`config.mk`:
```
export PLATFORM = sky130hd
export DESIGN_NAME = mem_arbiter_flat
export DESIGN_NICKNAME = d
export VERILOG_FILES = /design/src/rtl/mem_arb_pkg.sv /design/src/rtl/mem_arbiter_if.sv /design/src/rtl/arb_rr2.sv /design/src/rtl/mem_arbiter.sv /design/src/flat_wrapper.sv
export SDC_FILE = /design/constraint.sdc
export NUM_CORES = 1
export LEC_CHECK = 0
export ABC_AREA = 1
export CORE_AREA = 5 5 254 256
export DETAILED_ROUTE_END_ITERATION = 6
export DIE_AREA = 0 0 259 261
export PLACE_DENSITY = 0.55
export SLEW_MARGIN = 20
export SYNTH_ARGS = -nofsm -noshare
export SYNTH_HDL_FRONTEND = slang
export SYNTH_SLANG_ARGS = --single-unit
export TNS_END_PERCENT = 5
```
`constraint.sdc`:
```
create_clock -name clock -period 4.1 [get_ports clock]
set_clock_uncertainty 0.15 [all_clocks]
set_input_delay 0.82 -clock clock [delete_from_list [all_inputs] [get_ports clock]]
set_output_delay 0.82 -clock clock [all_outputs]
set_load 0.05 [all_outputs]
```
`src/rtl/mem_arb_pkg.sv`:
```
// Shared types for the I/D cache memory arbiter.
// State encoding, owner encoding and default bus widths.
package mem_arb_pkg;

  localparam int DEF_ADDR_W  = 6;
  localparam int DEF_BLOCK_W = 128;

  typedef enum logic [1:0] {
    IDLE,
    GRANT_I,
    GRANT_D,
    RELEASE
  } state_t;

  typedef enum logic {
    OWNER_I = 1'b0,
    OWNER_D = 1'b1
  } owner_t;

endpackage

```
`src/rtl/mem_arbiter_if.sv`:
```
// Cache-side and memory-side signals of the arbiter.
// slave: the arbiter; master: caches plus memory.
interface mem_arbiter_if
  import mem_arb_pkg::*;
#(
  parameter int ADDR_W  = DEF_ADDR_W,
  parameter int BLOCK_W = DEF_BLOCK_W
) ();

  logic               i_read;
  logic [ADDR_W-1:0]  i_address;
  logic [BLOCK_W-1:0] i_readdata;
  logic               i_busywait;

  logic               d_read;
  logic               d_write;
  logic [ADDR_W-1:0]  d_address;
  logic [BLOCK_W-1:0] d_writedata;
  logic [BLOCK_W-1:0] d_readdata;
  logic               d_busywait;

  logic               mem_read;
  logic               mem_write;
  logic [ADDR_W-1:0]  mem_address;
  logic [BLOCK_W-1:0] mem_writedata;
  logic [BLOCK_W-1:0] mem_readdata;
  logic               mem_busywait;

  modport slave (
    input  i_read, i_address,
    input  d_read, d_write, d_address, d_writedata,
    input  mem_readdata, mem_busywait,
    output i_readdata, i_busywait,
    output d_readdata, d_busywait,
    output mem_read, mem_write, mem_address, mem_writedata
  );

  modport master (
    output i_read, i_address,
    output d_read, d_write, d_address, d_writedata,
    output mem_readdata, mem_busywait,
    input  i_readdata, i_busywait,
    input  d_readdata, d_busywait,
    input  mem_read, mem_write, mem_address, mem_writedata
  );

endinterface

```
`src/rtl/arb_rr2.sv`:
```
// Two-way round-robin pick between I and D requesters.
// On a tie the requester that was not granted last wins.
module arb_rr2
  import mem_arb_pkg::*;
(
  input  logic   req_i,
  input  logic   req_d,
  input  owner_t last,
  output owner_t grant,
  output logic   valid
);

  always_comb begin
    grant = OWNER_I;
    valid = req_i | req_d;
    unique case (1'b1)
      (req_i && req_d):
        grant = (last == OWNER_D) ? OWNER_I : OWNER_D;
      (req_d && !req_i):
        grant = OWNER_D;
      default:
        grant = OWNER_I;
    endcase
  end

endmodule

```
`src/rtl/mem_arbiter.sv`:
```
// Serialises I-cache reads and D-cache reads/write-backs
// onto one block memory port.
module mem_arbiter
  import mem_arb_pkg::*;
#(
  parameter int ADDR_W  = DEF_ADDR_W,
  parameter int BLOCK_W = DEF_BLOCK_W
) (
  input logic          clock,
  input logic          reset,
  mem_arbiter_if.slave bus
);

  state_t state_q, state_n;
  owner_t owner_q, owner_n;
  owner_t last_q, last_n;
  logic   seen_q, seen_n;
  logic   i_done_q, i_done_n;
  logic   d_done_q, d_done_n;
  logic   rd_q, rd_n;
  logic   wr_q, wr_n;

  logic [ADDR_W-1:0]  addr_q, addr_n;
  logic [BLOCK_W-1:0] wdata_q, wdata_n;
  logic [BLOCK_W-1:0] irdata_q, irdata_n;
  logic [BLOCK_W-1:0] drdata_q, drdata_n;

  owner_t pick;
  logic   pick_v;

  arb_rr2 u_rr (
    .req_i (bus.i_read),
    .req_d (bus.d_read | bus.d_write),
    .last  (last_q),
    .grant (pick),
    .valid (pick_v)
  );

  always_comb begin
    state_n  = state_q;
    owner_n  = owner_q;
    last_n   = last_q;
    seen_n   = seen_q;
    i_done_n = i_done_q;
    d_done_n = d_done_q;
    rd_n     = rd_q;
    wr_n     = wr_q;
    addr_n   = addr_q;
    wdata_n  = wdata_q;
    irdata_n = irdata_q;
    drdata_n = drdata_q;
    unique case (state_q)
      IDLE: begin
        if (pick_v) begin
          owner_n = pick;
          last_n  = pick;
          seen_n  = 1'b0;
          if (pick == OWNER_I) begin
            state_n = GRANT_I;
            addr_n  = bus.i_address;
            rd_n    = 1'b1;
            wr_n    = 1'b0;
          end else begin
            state_n = GRANT_D;
            addr_n  = bus.d_address;
            wdata_n = bus.d_writedata;
            // a simultaneous read+write is a write-back
            wr_n    = bus.d_write;
            rd_n    = ~bus.d_write;
          end
        end
      end
      GRANT_I, GRANT_D: begin
        if (bus.mem_busywait) begin
          seen_n = 1'b1;
        end else if (seen_q) begin
          rd_n    = 1'b0;
          wr_n    = 1'b0;
          state_n = RELEASE;
          if (owner_q == OWNER_I) begin
            irdata_n = bus.mem_readdata;
            i_done_n = 1'b1;
          end else begin
            d_done_n = 1'b1;
            if (rd_q) drdata_n = bus.mem_readdata;
          end
        end
      end
      RELEASE: begin
        i_done_n = 1'b0;
        d_done_n = 1'b0;
        state_n  = IDLE;
      end
      default: state_n = IDLE;
    endcase
  end

  always_ff @(posedge clock) begin
    if (!reset) begin
      state_q  <= IDLE;
      owner_q  <= OWNER_I;
      last_q   <= OWNER_D;
      seen_q   <= 1'b0;
      i_done_q <= 1'b0;
      d_done_q <= 1'b0;
      rd_q     <= 1'b0;
      wr_q     <= 1'b0;
      addr_q   <= '0;
      wdata_q  <= '0;
      irdata_q <= '0;
      drdata_q <= '0;
    end else begin
      state_q  <= state_n;
      owner_q  <= owner_n;
      last_q   <= last_n;
      seen_q   <= seen_n;
      i_done_q <= i_done_n;
      d_done_q <= d_done_n;
      rd_q     <= rd_n;
      wr_q     <= wr_n;
      addr_q   <= addr_n;
      wdata_q  <= wdata_n;
      irdata_q <= irdata_n;
      drdata_q <= drdata_n;
    end
  end

  assign bus.mem_read      = rd_q;
  assign bus.mem_write     = wr_q;
  assign bus.mem_address   = addr_q;
  assign bus.mem_writedata = wdata_q;
  assign bus.i_readdata    = irdata_q;
  assign bus.d_readdata    = drdata_q;
  assign bus.i_busywait    = bus.i_read & ~i_done_q;
  assign bus.d_busywait    = (bus.d_read | bus.d_write) & ~d_done_q;

endmodule

```
`src/flat_wrapper.sv`:
```
// flat-port wrapper written by rule: the top's interface ports become plain ports
module mem_arbiter_flat import mem_arb_pkg::*;
#(
  parameter int ADDR_W  = DEF_ADDR_W,
  parameter int BLOCK_W = DEF_BLOCK_W
)
  (clock, reset, bus_i_read, bus_i_address, bus_d_read, bus_d_write, bus_d_address, bus_d_writedata, bus_mem_readdata, bus_mem_busywait, bus_i_readdata, bus_i_busywait, bus_d_readdata, bus_d_busywait, bus_mem_read, bus_mem_write, bus_mem_address, bus_mem_writedata);
  mem_arbiter_if #(.ADDR_W(ADDR_W), .BLOCK_W(BLOCK_W)) bus_i ();
  input logic clock;
  input logic reset;
  input wire logic [$bits(bus_i.i_read)-1:0] bus_i_read;
  input wire logic [$bits(bus_i.i_address)-1:0] bus_i_address;
  input wire logic [$bits(bus_i.d_read)-1:0] bus_d_read;
  input wire logic [$bits(bus_i.d_write)-1:0] bus_d_write;
  input wire logic [$bits(bus_i.d_address)-1:0] bus_d_address;
  input wire logic [$bits(bus_i.d_writedata)-1:0] bus_d_writedata;
  input wire logic [$bits(bus_i.mem_readdata)-1:0] bus_mem_readdata;
  input wire logic [$bits(bus_i.mem_busywait)-1:0] bus_mem_busywait;
  output wire logic [$bits(bus_i.i_readdata)-1:0] bus_i_readdata;
  output wire logic [$bits(bus_i.i_busywait)-1:0] bus_i_busywait;
  output wire logic [$bits(bus_i.d_readdata)-1:0] bus_d_readdata;
  output wire logic [$bits(bus_i.d_busywait)-1:0] bus_d_busywait;
  output wire logic [$bits(bus_i.mem_read)-1:0] bus_mem_read;
  output wire logic [$bits(bus_i.mem_write)-1:0] bus_mem_write;
  output wire logic [$bits(bus_i.mem_address)-1:0] bus_mem_address;
  output wire logic [$bits(bus_i.mem_writedata)-1:0] bus_mem_writedata;
  assign bus_i.i_read = bus_i_read;
  assign bus_i.i_address = bus_i_address;
  assign bus_i.d_read = bus_d_read;
  assign bus_i.d_write = bus_d_write;
  assign bus_i.d_address = bus_d_address;
  assign bus_i.d_writedata = bus_d_writedata;
  assign bus_i.mem_readdata = bus_mem_readdata;
  assign bus_i.mem_busywait = bus_mem_busywait;
  assign bus_i_readdata = bus_i.i_readdata;
  assign bus_i_busywait = bus_i.i_busywait;
  assign bus_d_readdata = bus_i.d_readdata;
  assign bus_d_busywait = bus_i.d_busywait;
  assign bus_mem_read = bus_i.mem_read;
  assign bus_mem_write = bus_i.mem_write;
  assign bus_mem_address = bus_i.mem_address;
  assign bus_mem_writedata = bus_i.mem_writedata;
  mem_arbiter #(.ADDR_W(ADDR_W), .BLOCK_W(BLOCK_W)) u_core (.clock(clock), .reset(reset), .bus(bus_i));
endmodule
```
==> results.yml <==
status:
  outcome: "finished clean"
route:
  drt-vias-per-instance: 4.51
  totalWireLength_um: 60700
  detailedRoute.firstPassIterationCount: 5
  detail_route.drc_violations: 0
  antenna_left: 0
  routed_wire_length_per_instance_um: 18.5
  initialDrtViolationCount: 1028
  vias: 14787
synthesis:
  yosysMostFrequentCell: "dfxtp_1"
  ys_ff_latch: 399
  netlist.top_cell.by_area: "dfxtp_1"
  synth.yosys.seq_area_share_pct: 54.9
  number_of_enable_type_register_cells_in_the_synthesized_netlist: 0
  synth_nets: 2097
  synth.lib_cells_used.distinct: 20
  synth-main-ff-cell: "dfxtp_1"
  yosysWarningCount: 0
  post_synth_inst_count: 1820
  synth.area.top_cells: "dfxtp_1, a21oi_1, nand3_1, nand2_1, nor2_1"
  synthArstFlopShare_pct: 0
  yosysTopAreaCellShare_pct: 54.9
  synthesis.area_per_instance_sq_um: 7.99
  most_common_library_cells_after_synthesis: "dfxtp_1, nand2_1, nor2_1"
  syn_area_sq_um: 14500
place:
  portBuffers: 667
  final_wtd_congestion: 0.821
  dp_hpwl_um: 42200
worst_setup_path:
  setup.reg_to_reg.worst_slack_ns: 1.59
  cells_along_the_critical_path: "clkdlybuf4s50_1, inv_1, nor2_1, clkdlybuf4s50_1"
  worstPathArrival_ns: 2.32
  required_time_at_the_worst_slack_endpoint_ns: 3.13
  crit_cells: 4
  rr_startpoint: "u_core.state_q[0]"
  crit_slowest_cell: "clkdlybuf4s50_1"
  criticalPathCategory: "input port to output pin"
  crit_start_category: "input port"
  crit_startpoint: "bus_i_read"
  worst_setup_path_end_kind: "output pin"
  critical_path.max_fanout: 3
  timing.critical_path.max_delay_family: "buffers and inverters"
  timing.reg2reg.worst_path_depth: 7
  regToRegEndpoint: "u_core.last_q"
  critical_path.max_stage_delay_ns: 0.82
  critical-path-top-cell-by-count: "clkdlybuf4s50_1"
  critPathBufInv: 3
  crit_end: "bus_i_busywait"
hold_path:
  hold_class: "flip-flop to flip-flop"
  min_path_cells: 2
clock_tree:
  tritoncts_num_sinks: 399
  number_of_levels_the_h_tree_was_split_into: 2
  cts_inserted_buffers: 46
  post_cts_resized: 0
  max-clock-path-buffers: 3
  clk-insertion-delay-late_ns: 0.56
  clk_root_buffer_cell: "clkbuf_16"
  post-cts-setup-buffer-count: 0
  clkSlewWorstSetupHoldPaths_ns: 0.05
  postCtsHoldBufs: 0
  tritoncts: "done"
global_routing:
  antenna_found_initial: 8
  grtUsageTotal_pct: 16.7
  grt_max_degree: 129
  global_route_wire_length_before_repair_um: 89800
  globalRouteOverflowTotal: 0
  grt_pass1_vias: 14789
floorplanning:
  number_of_rows_in_the_core_area: 92
  die_width_um: 259
  io_pins: 668
  die_y_um: 261
  floorplan.core_area_sq_um: 62300
  floorplan.die_area_sq_um: 67600
  start_util_pct: 23.3
power:
  power.leakage_uw: 0.00840
  vdd_drop_max_v: 0.000329
  fin_total_pwr_uw: 12500
  power-per-cell-area_nw_per_um2: 539
final_layout:
  drive_above_1_share_pct: 4.16
  final_nets: 2676
  flow.area_growth_from_synthesis_pct: 59.8
timing:
  max_freq_mhz: 304
  final_min_period_over_clock_period_pct: 80.2
  worst_hold_slack_ns: 0.307
  period_needed_ns: 3.29
  relSlewSlack_pct: 34.2
  maxSlewViolCount: 0
  timing_hold_violations_final: 0
  rsz0062_at_grt: "false"
  final_setup_violation_count: 0
  tns_ns: 0
  max_slew.worst_pin.slew_ns: 0.987
flow_run:
  cap_viol_max_count: 0
-- final cells by class --
| type | count | area [sq um] |
|---|---|---|
| clock buffer | 65 | 1320 |
| inverter | 20 | 85.1 |
| sequential | 399 | 7990 |
| tap | 846 | 1060 |
| fill | 6353 | 39000 |
| timing repair buffer | 687 | 6930 |
| antenna | 7 | 17.5 |
| clock inverter | 11 | 203 |
| multi-input combinational | 1245 | 5620 |
-- cell families (layout without fill, tap and decap cells) --
| logic type | after synthesis | after routing | share of synthesized area [%] |
|---|---|---|---|
| AND/OR/NAND/NOR | 839 | 839 | 24.3 |
| other | 0 | 7 | 0 |
| flip-flops | 399 | 399 | 54.9 |
| buffers and inverters | 176 | 783 | 6.68 |
| adder cells (fa/ha/maj) | 3 | 3 | 0.258 |
| AO/OA/AOI/OAI | 403 | 403 | 13.9 |
-- sequential cells by signal, indices dropped and copies added (netlist names) --
signal and flops:
u_core.seen_q 1, u_core.bus.i_readdata 128, u_core.last_q 1, u_core.d_done_q 1
u_core.state_q 2, u_core.bus.mem_writedata 128, u_core.bus.mem_read 1, u_core.bus.d_readdata 128
u_core.bus.mem_address 6, u_core.i_done_q 1, u_core.owner_q 1, u_core.bus.mem_write 1
-- power by group --
group	total [uW]	internal, uW	switching, uW	leakage [uW]
Sequential	4460	4260	202	0.00324
Combinational	3880	1220	2660	0.00441
Clock	4170	2550	1630	0.000748
Total	12500	8030	4490	0.00840
-- through the flow --
| step | std cells | area [sq um] | utilization, % | setup WS [ns] |
|---|---|---|---|---|
| 2_1_floorplan | 1820 | 14500 | - | 1.62 |
| 5_1_grt | 3279 | 23200 | 37.3 | 0.756 |
| 3_3_place_gp | 3197 | 21700 | 34.8 | 0.796 |
| 3_5_place_dp | 3197 | 21700 | 34.8 | 0.832 |
| 6_report | 3280 | 23200 | 37.3 | 0.811 |
| 4_1_cts | 3273 | 23200 | 37.3 | 0.819 |
-- layer usage --
layer  share of wire (%)  global-route usage, %  up-vias
met5                   0                      0        -
met4                 4.3                   7.05        0
met3                 9.2                   6.30      115
met2                  47                   27.5      589
met1                  40                   19.5     6876
li1                    -                      -     7207
-- how the worst min path moves through the flow --
| stage | startpoint | to |
|---|---|---|
| floorplan | u_core.last_q | u_core.last_q |
| CTS | u_core.bus.d_readdata[80] | u_core.bus.d_readdata[80] |
| global route | u_core.bus.d_readdata[41] | u_core.bus.d_readdata[41] |
| finish | u_core.bus.d_readdata[80] | u_core.bus.d_readdata[80] |
| global placement | u_core.bus.mem_writedata[14] | u_core.bus.mem_writedata[14] |
| detailed placement | u_core.bus.d_readdata[80] | u_core.bus.d_readdata[80] |
-- worst register-to-register path, stage by stage, from the launching register on --
cell and delay, ns:
dfxtp_1 0.31, inv_1 0.13, ha_4 0.54, inv_1 0.15
a21oi_1 0.78, inv_1 0.15, nand2_1 0.09, nand3_1 0.06
-- layout by cell type, fill, tap and decap left out --
| cell type | count |
|---|---|
| a21oi_1 | 267 |
| buf_12 | 9 |
| buf_4 | 13 |
| bufinv_16 | 5 |
| clkbuf_1 | 9 |
| clkbuf_16 | 46 |
| clkbuf_8 | 10 |
| clkdlybuf4s50_1 | 665 |
| clkinv_2 | 2 |
| clkinv_4 | 1 |
| clkinv_8 | 1 |
| dfxtp_1 | 399 |
| diode_2 | 7 |
| ha_1 | 2 |
| ha_4 | 1 |
| inv_1 | 18 |
| inv_4 | 1 |
| inv_6 | 2 |
| inv_8 | 1 |
| nand2_1 | 292 |
| nand2_2 | 2 |
| nand2_4 | 2 |
| nand3_1 | 264 |
| nand4_1 | 4 |
| nor2_1 | 270 |
| nor2_4 | 4 |
| nor2_8 | 1 |
| o21ai_0 | 106 |
| o21ai_1 | 30 |
(Power assumes the default switching activity.)
